`config.mk`:
```
export PLATFORM = sky130hd
export DESIGN_NAME = pc_sequencer
export DESIGN_NICKNAME = d
export VERILOG_FILES = /design/src/rtl/kgp_pkg.sv /design/src/rtl/return_addr_stack.sv /design/src/rtl/pc_sequencer.sv
export SDC_FILE = /design/constraint.sdc
export NUM_CORES = 1
export LEC_CHECK = 0
export ABC_AREA = 1
export CAP_MARGIN = 20
export CORE_AREA = 2 2 80 82
export DETAILED_ROUTE_END_ITERATION = 8
export DIE_AREA = 0 0 82 84
export PLACE_DENSITY = 0.91
export SYNTH_ARGS = -nofsm -noshare
export SYNTH_HDL_FRONTEND = slang
export SYNTH_SLANG_ARGS = --single-unit
```
`constraint.sdc`:
```
create_clock -name clk -period 3.6 [get_ports clk]
set_input_delay 0.72 -clock clk [delete_from_list [all_inputs] [get_ports clk]]
set_output_delay 0.72 -clock clk [all_outputs]
set_load 0.05 [all_outputs]
```
`src/rtl/kgp_pkg.sv`:
```
// kgp_pkg: shared definitions for the KGP-RISC fetch path.
//   - default PC / instruction / return-stack sizes
//   - pc_seq_state_t: fetch sequencer state encoding
//   - opcode / function-code constants shared with the branch unit
package kgp_pkg;

   localparam int unsigned KGP_PC_W      = 10;
   localparam int unsigned KGP_INSTR_W   = 32;
   localparam int unsigned KGP_RAS_DEPTH = 8;

   typedef enum logic [1:0] {
      StRst  = 2'd0,
      StReq  = 2'd1,
      StWait = 2'd2,
      StHold = 2'd3
   } pc_seq_state_t;

   // Major opcodes and branch function codes, as decoded by the branch unit.
   localparam logic [5:0] OPC_ALU    = 6'h00;
   localparam logic [5:0] OPC_ALUI   = 6'h01;
   localparam logic [5:0] OPC_MEM    = 6'h02;
   localparam logic [5:0] OPC_BRANCH = 6'h03;

   localparam logic [4:0] FC_B    = 5'h00;
   localparam logic [4:0] FC_BL   = 5'h01; // call: link to return stack
   localparam logic [4:0] FC_BCY  = 5'h02;
   localparam logic [4:0] FC_BNCY = 5'h03;
   localparam logic [4:0] FC_BR   = 5'h04; // return through ra
   localparam logic [4:0] FC_BLTZ = 5'h05;
   localparam logic [4:0] FC_BZ   = 5'h06;
   localparam logic [4:0] FC_BNZ  = 5'h07;

endpackage

```
`src/rtl/return_addr_stack.sv`:
```
// return_addr_stack: circular return-address stack.
//   clk, rst_n   : clock, synchronous active-low reset (empties the stack)
//   push         : write data_in as the new top
//   pop          : discard the top (ignored when empty)
//   data_in      : return address to push
//   top          : current top entry (meaningless when empty)
//   empty, full  : occupancy flags
// Pushing onto a full stack wraps the pointer and overwrites the oldest
// entry, so the most recent DEPTH return addresses are always kept.
module return_addr_stack #(
   parameter int unsigned DEPTH = 8,
   parameter int unsigned WIDTH = 10
) (
   input  logic             clk,
   input  logic             rst_n,
   input  logic             push,
   input  logic             pop,
   input  logic [WIDTH-1:0] data_in,
   output logic [WIDTH-1:0] top,
   output logic             empty,
   output logic             full
);

   localparam int unsigned AW = $clog2(DEPTH);

   logic [WIDTH-1:0] mem_q [DEPTH];
   logic [AW-1:0]    sp_q;   // next free slot; top lives at sp_q-1
   logic [AW:0]      cnt_q;

   assign empty = (cnt_q == '0);
   assign full  = (cnt_q == (AW + 1)'(DEPTH));
   assign top   = mem_q[sp_q - AW'(1)];

   always_ff @(posedge clk) begin
      if (!rst_n) begin
         sp_q  <= '0;
         cnt_q <= '0;
      end else if (push) begin
         sp_q <= sp_q + AW'(1);
         if (!full) begin
            cnt_q <= cnt_q + (AW + 1)'(1);
         end
      end else if (pop && !empty) begin
         sp_q  <= sp_q - AW'(1);
         cnt_q <= cnt_q - (AW + 1)'(1);
      end
   end

   // Storage needs no reset; occupancy is tracked by cnt_q.
   always_ff @(posedge clk) begin
      if (push) begin
         mem_q[sp_q] <= data_in;
      end
   end

endmodule

```
`src/rtl/pc_sequencer.sv`:
```
// pc_sequencer: KGP-RISC program counter and single-outstanding fetch sequencer.
//   clk, rst_n          : clock, synchronous active-low reset
//   redirect/redirect_pc: branch unit redirect and target
//   is_call/is_ret      : qualify a redirect as call (push) / return (pop)
//   stall               : decode not ready, hold presented instruction
//   imem_req/imem_addr  : one-cycle read request to instruction memory
//   imem_valid/imem_data: read response (one or more cycles after request)
//   instr/instr_pc/instr_valid : registered instruction presented to decode
//   ras_overflow/ras_underflow : sticky return-stack error flags
// Build option: define PC_SEQ_RAS_EN to include the return-address stack;
// without it calls/returns are plain redirects and the flags stay 0.
module pc_sequencer
   import kgp_pkg::*;
#(
   parameter int unsigned PC_W      = KGP_PC_W,
   parameter int unsigned INSTR_W   = KGP_INSTR_W,
   parameter int unsigned RAS_DEPTH = KGP_RAS_DEPTH
) (
   input  logic               clk,
   input  logic               rst_n,
   input  logic               redirect,
   input  logic [PC_W-1:0]    redirect_pc,
   input  logic               is_call,
   input  logic               is_ret,
   input  logic               stall,
   output logic               imem_req,
   output logic [PC_W-1:0]    imem_addr,
   input  logic               imem_valid,
   input  logic [INSTR_W-1:0] imem_data,
   output logic [INSTR_W-1:0] instr,
   output logic [PC_W-1:0]    instr_pc,
   output logic               instr_valid,
   output logic               ras_overflow,
   output logic               ras_underflow
);

   pc_seq_state_t      state_q, state_d;
   logic [PC_W-1:0]    pc_q, pc_d;
   logic               squash_q, squash_d;
   logic [INSTR_W-1:0] instr_q, instr_d;
   logic [PC_W-1:0]    instr_pc_q, instr_pc_d;
   logic               valid_q, valid_d;
   logic               req_q, req_d;
   logic [PC_W-1:0]    addr_q, addr_d;
   logic               ovf_q, ovf_d;
   logic               unf_q, unf_d;
   logic               take;
   logic [PC_W-1:0]    target;

   assign take = redirect && (state_q != StRst);

`ifdef PC_SEQ_RAS_EN
   logic            do_call, do_ret, ras_pop, ras_empty, ras_full;
   logic [PC_W-1:0] ras_top;

   // A combined call+return is treated as a return.
   assign do_ret  = take & is_ret;
   assign do_call = take & is_call & ~is_ret;
   assign ras_pop = do_ret & ~ras_empty;
   assign target  = ras_pop ? ras_top : redirect_pc;
   assign ovf_d   = ovf_q | (do_call & ras_full);
   assign unf_d   = unf_q | (do_ret & ras_empty);

   return_addr_stack #(
      .DEPTH (RAS_DEPTH),
      .WIDTH (PC_W)
   ) u_ras (
      .clk     (clk),
      .rst_n   (rst_n),
      .push    (do_call),
      .pop     (ras_pop),
      .data_in (instr_pc_q + PC_W'(1)),
      .top     (ras_top),
      .empty   (ras_empty),
      .full    (ras_full)
   );
`else
   logic unused_ras;

   assign unused_ras = ^{is_call, is_ret, RAS_DEPTH[0]};
   assign target     = redirect_pc;
   assign ovf_d      = 1'b0;
   assign unf_d      = 1'b0;
`endif

   always_comb begin
      state_d    = state_q;
      pc_d       = pc_q;
      squash_d   = squash_q;
      instr_d    = instr_q;
      instr_pc_d = instr_pc_q;
      valid_d    = valid_q;

      case (state_q)
         StRst: begin
            state_d = StReq;
            pc_d    = '0;
         end
         StReq: begin
            state_d = StWait;
         end
         StWait: begin
            if (imem_valid) begin
               if (squash_q) begin
                  squash_d = 1'b0;
                  state_d  = StReq;
               end else begin
                  instr_d    = imem_data;
                  instr_pc_d = pc_q;
                  valid_d    = 1'b1;
                  pc_d       = pc_q + PC_W'(1);
                  state_d    = StHold;
               end
            end
         end
         StHold: begin
            if (!stall) begin
               valid_d = 1'b0;
               state_d = StReq;
            end
         end
         default: begin
            state_d = StRst;
         end
      endcase

      // Redirect wins over everything. A request issued this cycle (REQ) or
      // still unanswered (WAIT) leaves a response in flight that must be
      // swallowed before the next request goes out.
      if (take) begin
         pc_d    = target;
         valid_d = 1'b0;
         if ((state_q == StReq) || ((state_q == StWait) && !imem_valid)) begin
            squash_d = 1'b1;
            state_d  = StWait;
         end else begin
            squash_d = 1'b0;
            state_d  = StReq;
         end
      end

      req_d  = (state_d == StReq);
      addr_d = req_d ? pc_d : addr_q;
   end

   always_ff @(posedge clk) begin
      if (!rst_n) begin
         state_q    <= StRst;
         pc_q       <= '0;
         squash_q   <= 1'b0;
         instr_q    <= '0;
         instr_pc_q <= '0;
         valid_q    <= 1'b0;
         req_q      <= 1'b0;
         addr_q     <= '0;
         ovf_q      <= 1'b0;
         unf_q      <= 1'b0;
      end else begin
         state_q    <= state_d;
         pc_q       <= pc_d;
         squash_q   <= squash_d;
         instr_q    <= instr_d;
         instr_pc_q <= instr_pc_d;
         valid_q    <= valid_d;
         req_q      <= req_d;
         addr_q     <= addr_d;
         ovf_q      <= ovf_d;
         unf_q      <= unf_d;
      end
   end

   assign imem_req      = req_q;
   assign imem_addr     = addr_q;
   assign instr         = instr_q;
   assign instr_pc      = instr_pc_q;
   assign instr_valid   = valid_q;
   assign ras_overflow  = ovf_q;
   assign ras_underflow = unf_q;

endmodule

```
==> summary.md, run 1 <==
| Metric | Value |
|---|---|
| F_max | 0.4107 GHz |
| CTS resizes | 0 |
| Crit share post-route | 0.6764 |
| Post-route ant nets | 0 |
| Crit path max fanout | 35 |
| CP Capture Type | register |
| Time the worst path needs with I/O delays and setup | 2435 ps |
| Sequential area share after synthesis | 0.5028 |
| Hold Path Class | reg2reg |
| Startpoint types | input pin |
| Root cell of the clock tree | clkbuf_8 |
| Avg Inst Size Synth | 7.328 um2 |
| First-pass GRT wire length | 11.86 mm |
| Vias in the first global route | 2,687 |
| Wire per inst | 13.13 um |
| Cts hold-fix bufs | 0 |
| CP required | 3820 ps |
| Placed cells | 526 |
| Drt pass-1 iters | 4 |
| WL final | 7.103 mm |
| Post-synthesis cell count | 364 |
| Synthesized area | 2668 um2 |
| Row Count | 29 |
| Worst R2R Start | squash_q$_SDFFE_PN0P_ |
| Peak supply drop | 325.3 uV |
| GPL Wtd Cong | 0.8439 |
| Vias per cell | 5.006 |
| Clock Pin Slew Worst Setup and Hold Paths | 70 ps |
| Worst Skew | 11.91 ps |
| Critical path type | in2reg |
| R2R cell count | 6 |
| CTS tree | yes |
| Worst-path cell with the longest stage delay | clkdlybuf4s50_1 |
| Worst path max stage delay | 580 ps |
| Max-cap violations | 0 |
| Die X | 82 um |
| Hold path depth | 2 |
| # port buffers | 100 |
| Final setup fails | 0 |
| Top delay family on crit path | buffers and inverters |
| Number of diodes | 0 |
| End of the worst register-to-register path | instr[28]$_SDFFE_PN0P_ |
| Critical path depth | 6 |
| Setup Fix Bufs, Post-CTS | 0 |
| Sum Neg Setup Slack | 0 ps |
| Arrival @ worst endpoint | 2660 ps |
| Max Root-Sink Buffers | 2 |
| EDFF count, synth | 0 |
| Fin. max-slew vios | 0 |
| GRT overflow | 0 |
| Total track usage | 0.2197 |
| Layout Cells excl Fill | 541 |
| RSZ-0062 raised after global routing | no |
| Status | complete, no violations |
| Rel. slew slack | 0.5431 |
| Vias post-DR | 2,708 |
| Die Y | 84 um |
| Share of cells above drive strength 1 | 0.05819 |
| CTS Buf Count | 9 |
| Final HPWL from detailed placement | 4.908 mm |
| Largest net degree at the start of global routing | 46 |
| Synth Register Bits | 67 |
| Core Area | 6096 um2 |
| CP cell instances | clkdlybuf4s50_1 -> nand3_2 -> nor2_2 -> inv_2 -> nor2_1 -> nor2_1 |
| Residual DRC | 0 |
| Io pins | 105 |
| Initial Util | 0.4376 |
| FFs w/ async S/R, synth | 0 |
| Slew @ Worst Pin | 684.6 ps |
| CP Capture Point | instr[28]$_SDFFE_PN0P_ |
| Power per cell area | 536.3 nW/um2 |
| Clock latency on the worst-skew pair | 330 ps |
| R2R setup slack | 1670 ps |
| Full die area | 6888 um2 |
| Crit path launch | imem_valid |
| Worst path bufs/invs | 2 |
| Post-synth top flop | dfxtp_1 |
| Final net count | 510 |
| Synth cell types | 30 |
| H-tree levels | 3 |
| DR iter-0 viols | 157 |
| YS warnings | 0 |
| Antenna violations before repair | 0 |
| Final hold vios | 0 |
| Most common cell on crit path | nor2_1 |
| Area grow syn2layout | 46.39% |
| Leakage | 0.001673 uW |
| Clk sinks | 67 |
cells in the final DEF, fill, tap and decap left out, types with 3 or more instances in the layout:
master and count:
nand2_1 42, clkbuf_8 10, nor2_2 4, dfxtp_1 67, a21oi_1 17, o21ai_0 47
clkdlybuf4s50_1 100, nand3_1 19, clkbuf_1 3, inv_1 27, nor2_1 101, o21ai_2 3
worst reg2reg max path, cell delays in order (launching register included):
cell and delay [ps]:
dfxtp_1 330, inv_1 150, nand3_2 160, nor2_2 500
inv_2 420, nor2_1 210, nor2_1 60
worst min-delay path by stage:
stage,start,endpoint,slack (ps)
floorplan,pc_q[8]$_SDFF_PN0_,instr_pc[8]$_SDFFE_PN0P_,440
global placement,pc_q[8]$_SDFF_PN0_,instr_pc[8]$_SDFFE_PN0P_,480
detailed placement,pc_q[8]$_SDFF_PN0_,instr_pc[8]$_SDFFE_PN0P_,470
CTS,pc_q[8]$_SDFF_PN0_,instr_pc[8]$_SDFFE_PN0P_,490
global route,pc_q[8]$_SDFF_PN0_,instr_pc[8]$_SDFFE_PN0P_,520
finish,pc_q[8]$_SDFF_PN0_,instr_pc[8]$_SDFFE_PN0P_,490
cells in the mapped netlist, types with 2 or more instances:
cell | n | area share
nor2_2 | 4 | 0.0094
nand3_1 | 19 | 0.036
nand2_1 | 42 | 0.059
o21ai_2 | 3 | 0.0099
inv_1 | 27 | 0.038
dfxtp_1 | 67 | 0.50
inv_2 | 2 | 0.0028
clkbuf_1 | 13 | 0.018
o21ai_0 | 47 | 0.088
nand4_1 | 2 | 0.0047
a21oi_1 | 17 | 0.032
buf_4 | 3 | 0.0084
nor2_1 | 101 | 0.14
registers in the layout (all words and copies together) (netlist names):
name	flops
instr	32
imem_addr	10
instr_pc	10
pc_q	10
state_q	2
imem_req	1
instr_valid	1
squash_q	1
power breakdown:
part           switching (uW)  leakage (uW)  internal [uW]
registers                42.9      0.000547            811
clock network             262      0.000104            407
logic                     374       0.00102            198
total                     679       0.00167           1410
cell families after synthesis:
family | after synthesis | share of synthesized area
AND/OR/NAND/NOR | 172 | 0.2617
other | 1 | 0.001406
flip-flops | 67 | 0.5028
buffers and inverters | 48 | 0.07505
adder cells (fa/ha/maj) | 1 | 0.004690
AO/OA/AOI/OAI | 75 | 0.1543
stage by stage:
step / cell area (um2) / utilization / worst slack, ps / hold slack (ps) / power (uW)
5_1_grt: 3905 / 0.6406 / 948.0 / 516.6 / 2191
6_report: 3905 / 0.6406 / 1165 / 493.2 / 2094
2_1_floorplan: 2671 / - / 1974 / 444.3 / 1237
3_3_place_gp: 3696 / 0.6063 / 828.6 / 475.8 / 1424
3_5_place_dp: 3696 / 0.6063 / 814.0 / 473.8 / 1438
4_1_cts: 3905 / 0.6406 / 1173 / 492.2 / 2110
layer usage:
layer  track usage  share of wire  routed length [um]
met5             0              0                   0
met2        0.3533           0.50                3540
met4        0.1121          0.021                 146
met1        0.2627           0.41                2934
met3       0.06169          0.068                 481
layout make-up:
| type | count | area, um2 |
|---|---|---|
| Multi-Input combinational cell | 250 | 1130 |
| Clock buffer | 13 | 148.9 |
| Inverter | 30 | 112.6 |
| Clock inverter | 2 | 60.06 |
| Sequential cell | 67 | 1341 |
| Tap cell | 77 | 96.34 |
| Timing Repair Buffer | 102 | 1016 |
| Fill cell | 505 | 2191 |
Note: power is estimated with default switching activity, not from simulation.
==> run 2: changes to the inputs <==
--- a/config.mk
+++ b/config.mk
@@ -7,10 +7,10 @@
 export LEC_CHECK = 0
 export ABC_AREA = 1
 export CAP_MARGIN = 20
-export CORE_AREA = 2 2 80 82
+export CORE_AREA = 2 2 86 88
 export DETAILED_ROUTE_END_ITERATION = 8
-export DIE_AREA = 0 0 82 84
-export PLACE_DENSITY = 0.91
+export DIE_AREA = 0 0 88 90
+export PLACE_DENSITY = 0.85
 export SYNTH_ARGS = -nofsm -noshare
 export SYNTH_HDL_FRONTEND = slang
 export SYNTH_SLANG_ARGS = --single-unit
==> constraint.sdc (replaced) <==
create_clock -name clk -period 2 [get_ports clk]
set_input_delay 0.4 -clock clk [delete_from_list [all_inputs] [get_ports clk]]
set_output_delay 0.4 -clock clk [all_outputs]
set_load 0.05 [all_outputs]
==> summary.md, run 2 (synthesis gave the netlist of run 1 again) <==
| Metric | Value |
|---|---|
| Row Count | 31 |
| Worst-path cell with the longest stage delay | clkdlybuf4s50_1 |
| Post-Place Setup Slack | -8.762 ps |
| Max Root-Sink Buffers | 2 |
| F_max | 0.5176 GHz |
| Clock latency on the worst-skew pair | 330 ps |
| DR iter-0 viols | 157 |
| Number of diodes | 0 |
| H-tree levels | 3 |
| Fin util | 0.5723 |
| Wire per inst | 12.53 um |
| CTS tree | yes |
| Total power | 3640 uW |
| Vias per cell | 4.736 |
| Share of cells above drive strength 1 | 0.08613 |
| Crit path max fanout | 2 |
| R2R setup slack | 480 ps |
| Worst R2R Start | state_q[0]$_SDFF_PN0_ |
| Final setup fails | 0 |
| CTS Buf Count | 9 |
| End of the worst register-to-register path | imem_addr[4]$_SDFFE_PN0P_ |
| Crit share post-route | 0.9660 |
| Placed cells | 560 |
| Core Area | 7020 um2 |
| Arrival @ worst endpoint | 1530 ps |
| Clk sinks | 67 |
| Drt pass-1 iters | 4 |
| Vias post-DR | 2,723 |
| Worst hold start | pc_q[8]$_SDFF_PN0_ |
| CP Capture Type | primary output |
| Cts hold-fix bufs | 0 |
| Startpoint types | register |
| Sequential power share | 0.422 |
| Worst Skew | 7.465 ps |
| Max reg flops | 32 |
| Final hold vios | 0 |
| First-pass GRT wire length | 11.96 mm |
| Setup Fix Bufs, Post-CTS | 0 |
| Clock Pin Slew Worst Setup and Hold Paths | 70 ps |
| Layout Cells excl Fill | 575 |
| GPL Wtd Cong | 0.7990 |
| Residual DRC | 0 |
| Total internal power | 2407 uW |
| Rel. slew slack | 0.5994 |
| Final net count | 522 |
| CP cell instances | clkdlybuf4s50_1 |
| GRT overflow | 0 |
| Peak supply drop | 454.4 uV |
| Leakage | 0.001732 uW |
| RSZ-0062 raised after global routing | no |
| Most common cell after layout, fill and taps aside | nor2_1 |
| Fillers | 620 |
| Time the worst path needs with I/O delays and setup | 1932 ps |
| Fin. max-slew vios | 0 |
| WL final | 7.207 mm |
| Vias in the first global route | 2,640 |
| Worst path max stage delay | 820 ps |
| Total track usage | 0.1890 |
| Worst path bufs/invs | 1 |
| R2R cell count | 10 |
| NetSw | 1233 uW |
| CP required | 1600 ps |
| Combinational power share | 0.300 |
| Highest-count cells in the layout ignoring fill and taps | nor2_1, clkdlybuf4s50_1, dfxtp_1, o21ai_0, nand2_1 |
| Final HPWL from detailed placement | 5.298 mm |
| Hold path depth | 2 |
| Root cell of the clock tree | clkbuf_8 |
| Power per cell area | 906.0 nW/um2 |
| Post-route ant nets | 0 |
| Die Y | 90 um |
| Hold Path Class | reg2reg |
| Full die area | 7920 um2 |
| # port buffers | 100 |
| Initial Util | 0.3800 |
| Sw frac | 0.3389 |
| Largest net degree at the start of global routing | 36 |
| Clock network power share | 0.279 |
| Setup ws final | 67.98 ps |
| Top delay family on crit path | buffers and inverters |
| Antenna violations before repair | 0 |
| CTS resizes | 0 |
| Area grow syn2layout | 50.61% |
| Critical path type | reg2out |
| Die X | 88 um |
| Max-cap violations | 0 |
| Slew @ Worst Pin | 600.0 ps |
| Worst hold endpoint | instr_pc[8]$_SDFFE_PN0P_ |
| Io pins | 105 |
| Status | complete, no violations |
## run 2: power groups by stage
stage	logic (uW)	registers (uW)	clock network, uW
6_report	1090	1540	1010
4_1_cts	1100	1530	1040
3_5_place_dp	1090	1560	0
5_1_grt	1170	1550	1110
2_1_floorplan	318	1910	0
3_3_place_gp	1070	1560	0
## run 2: worst max-delay path by stage
stage	endpoint	start	slack (ps)	cells after the start
global placement	instr[12]$_SDFFE_PN0P_	imem_valid	50	6
CTS	imem_addr[3]	imem_addr[3]$_SDFFE_PN0P_	60	1
detailed placement	imem_addr[4]$_SDFFE_PN0P_	imem_valid	-9	10
finish	imem_addr[3]	imem_addr[3]$_SDFFE_PN0P_	70	1
global route	imem_addr[3]	imem_addr[3]$_SDFFE_PN0P_	4	1
floorplan	imem_addr[5]$_SDFFE_PN0P_	state_q[1]$_SDFF_PN0_	650	9
## run 2: final cells by class
cell class | instances | area [um2] | area share
Inverter | 30 | 112.6 | 0.02803
Tap cell | 99 | 123.9 | 0.03083
Multi-Input combinational cell | 250 | 1130 | 0.2812
Timing Repair Buffer | 114 | 1131 | 0.2815
Sequential cell | 67 | 1341 | 0.3339
Clock buffer | 13 | 168.9 | 0.04204
Clock inverter | 2 | 10.01 | 0.002491
## run 2: metrics by stage
| step | hold slack (ps) | TNS (ps) | instance area, um2 |
|---|---|---|---|
| 2_1_floorplan | 444.3 | 0 | 2671 |
| 3_3_place_gp | 470.3 | 0 | 3839 |
| 3_5_place_dp | 475.0 | -29.18 | 3839 |
| 4_1_cts | 488.1 | 0 | 4018 |
| 5_1_grt | 522.9 | 0 | 4018 |
| 6_report | 500.4 | 0 | 4018 |
## run 2: per-layer routing
metal,wire [um],GRT usage,vias to the layer above
met4,95,0.05769,0
met5,0,0,-
li1,-,-,1377
met3,454,0.06428,12
met2,3478,0.2992,81
met1,3178,0.2410,1253
==> run 3: changes to the inputs <==
--- a/config.mk
+++ b/config.mk
@@ -10,6 +10,7 @@
 export CORE_AREA = 2 2 86 88
 export DETAILED_ROUTE_END_ITERATION = 8
 export DIE_AREA = 0 0 88 90
+export HOLD_SLACK_MARGIN = 0.12
 export PLACE_DENSITY = 0.85
 export SYNTH_ARGS = -nofsm -noshare
 export SYNTH_HDL_FRONTEND = slang
==> results of run 3 <==
Final layout, timing and power as in run 2 (identical DEF).
==> patch: new RTL, settings of run 3 <==
Take the reset off `pc_q`, `instr_q`, `instr_pc_q` and `addr_q` and load them in a clocked block of their own.
--- a/src/rtl/pc_sequencer.sv
+++ b/src/rtl/pc_sequencer.sv
@@ -147,25 +147,24 @@
       if (!rst_n) begin
          state_q    <= StRst;
-         pc_q       <= '0;
          squash_q   <= 1'b0;
-         instr_q    <= '0;
-         instr_pc_q <= '0;
          valid_q    <= 1'b0;
          req_q      <= 1'b0;
-         addr_q     <= '0;
          ovf_q      <= 1'b0;
          unf_q      <= 1'b0;
       end else begin
          state_q    <= state_d;
-         pc_q       <= pc_d;
          squash_q   <= squash_d;
-         instr_q    <= instr_d;
-         instr_pc_q <= instr_pc_d;
          valid_q    <= valid_d;
          req_q      <= req_d;
-         addr_q     <= addr_d;
          ovf_q      <= ovf_d;
          unf_q      <= unf_d;
       end
+   end
+
+   always_ff @(posedge clk) begin
+      pc_q       <= pc_d;
+      instr_q    <= instr_d;
+      instr_pc_q <= instr_pc_d;
+      addr_q     <= addr_d;
    end
 
Formal check against the unedited RTL: differs if rst_n is asserted again (counterexample within 4 cycles, from zero or initial values and one cycle with rst_n low); with rst_n held inactive, the same outputs for 10 cycles.
==> patch against run 3 <==
Synthesized area down 9.9%; final area down 7.5%; wire length down 27%; worst setup slack better by 0.012 ns; total power down 8.1%; sequential cell count unchanged; critical path depth unchanged; combinational power down 31%; first-iteration DRC count down 60%; non-clock buffer count down 8.
==> patch: results (changes against run 3) <==
Vias in the first global route - 1,658 (was 2,640)
Top post-synthesis cells by area - edfxtp_1 65%, dfxtp_1 13%, nand2_1 5.8% (was dfxtp_1 50%, nor2_1 14%, o21ai_0 8.8%)
Setup Slack @ Placement - -0.0623 ns (was -0.00876 ns)
Total GRT Usage - 0.134 (was 0.189)
NetSw - 1000 uW (was 1230 uW)
Number of synthesized flops with an enable pin - 52 (was 0)
Gpl congestion - 0.815 (was 0.799)
Worst-case reg-to-reg path depth - 5 (was 10)
Post-synthesis sequential area ratio - 0.775 (was 0.503)
Largest net degree at the start of global routing - 34 (was 36)
Status - finished, final reports clean (unchanged)
First-pass GRT wire length - 7.94 mm (was 12.0 mm)
FILL cells - 605 (was 620)
Hold endpoint - instr_pc[9] (was instr_pc[8])
Total CTS buffers - 9 (unchanged)
Peak VDD IR - 0.386 mV (was 0.454 mV)
Detailed Route Iter0 Violations - 63 (was 157)
Synth unique cells - 28 (was 30)
Share of post-route cells with drive strength above 1 - 0.105 (was 0.0861)
Leakage power - 0.00140 uW (was 0.00173 uW)
Fin nets - 342 (was 522)
Top post-synthesis cells by count - 52 x edfxtp_1, 37 x nand2_1, 15 x dfxtp_1, 15 x inv_1, 12 x nand3_1 (was 101 x nor2_1, 67 x dfxtp_1, 47 x o21ai_0)
Clock skew - 0.00598 ns (was 0.00747 ns)
Hold_sp - pc_q[9] (was pc_q[8])
Worst-path fanout max - 1 (was 2)
Worst slew pin tran - 0.525 ns (was 0.600 ns)
Final hold slack - 0.474 ns (was 0.500 ns)
Routed length per instance - 13.4 um (was 12.5 um)
Crit Reg-Reg Startpoint - squash_q (was state_q[0])
R2r endpoint - imem_addr[9] (was imem_addr[4])
Storage cell area - 1860 sq um (was 1340 sq um)
WHS Path Cells - 0 (was 2)
DR vias/cell - 4.46 (was 4.74)
==> patch: worst max path at each step <==
stage,cells after the start,to,startpoint,slack (ns)
2_1_floorplan,4,imem_addr[0],state_q[0],0.34
3_3_place_gp,6,imem_addr[9],imem_valid,0.009
3_5_place_dp,6,imem_addr[8],imem_valid,-0.06
4_1_cts,1,instr_pc[3],instr_pc[3],0.06
5_1_grt,1,instr_pc[3],instr_pc[3],0.05
6_report,1,instr_pc[3],instr_pc[3],0.08
==> patch: power by group through the flow <==
stage | clock network, uW | registers, uW | logic (uW)
5_1_grt | 982 | 1720 | 795
6_report | 884 | 1710 | 753
3_3_place_gp | 0 | 1740 | 742
4_1_cts | 922 | 1710 | 759
3_5_place_dp | 0 | 1740 | 757
2_1_floorplan | 0 | 2020 | 156
==> patch: area by class of cell <==
class	instances	area share
clock buffers	10	0.0343
repair buffers	106	0.283
inverters	19	0.0192
clock inverters	5	0.00572
flip-flops and latches	67	0.501
well taps	99	0.0333
multi-input cells	89	0.123
==> patch: logic make-up (layout without fill, tap and decap cells) <==
family                     count (synthesis)  after routing  synth area share
other                                      1              2           0.00156
buffers and inverters                     22            140            0.0391
adders and majority gates                  1              1           0.00521
DFF                                       67             67             0.775
and+or+nand+nor                           70             70             0.140
AOI/OAI and AO/OA                         16             16            0.0391
==> patch: stage by stage <==
stage	cell area [sq um]	power, uW	util	cells
after global routing	3720	3500	0.529	395
after CTS	3720	3390	0.529	395
after floorplan	2410	2170	-	178
after detailed placement	3570	2500	0.508	380
final	3720	3350	0.529	395
after global placement	3570	2480	0.508	380
==> patch: per-layer routing <==
metal | share of wire | global-route usage
met5 | 0 | 0
met2 | 0.47 | 0.221
met1 | 0.42 | 0.151
met3 | 0.093 | 0.0450
met4 | 0.015 | 0.0718
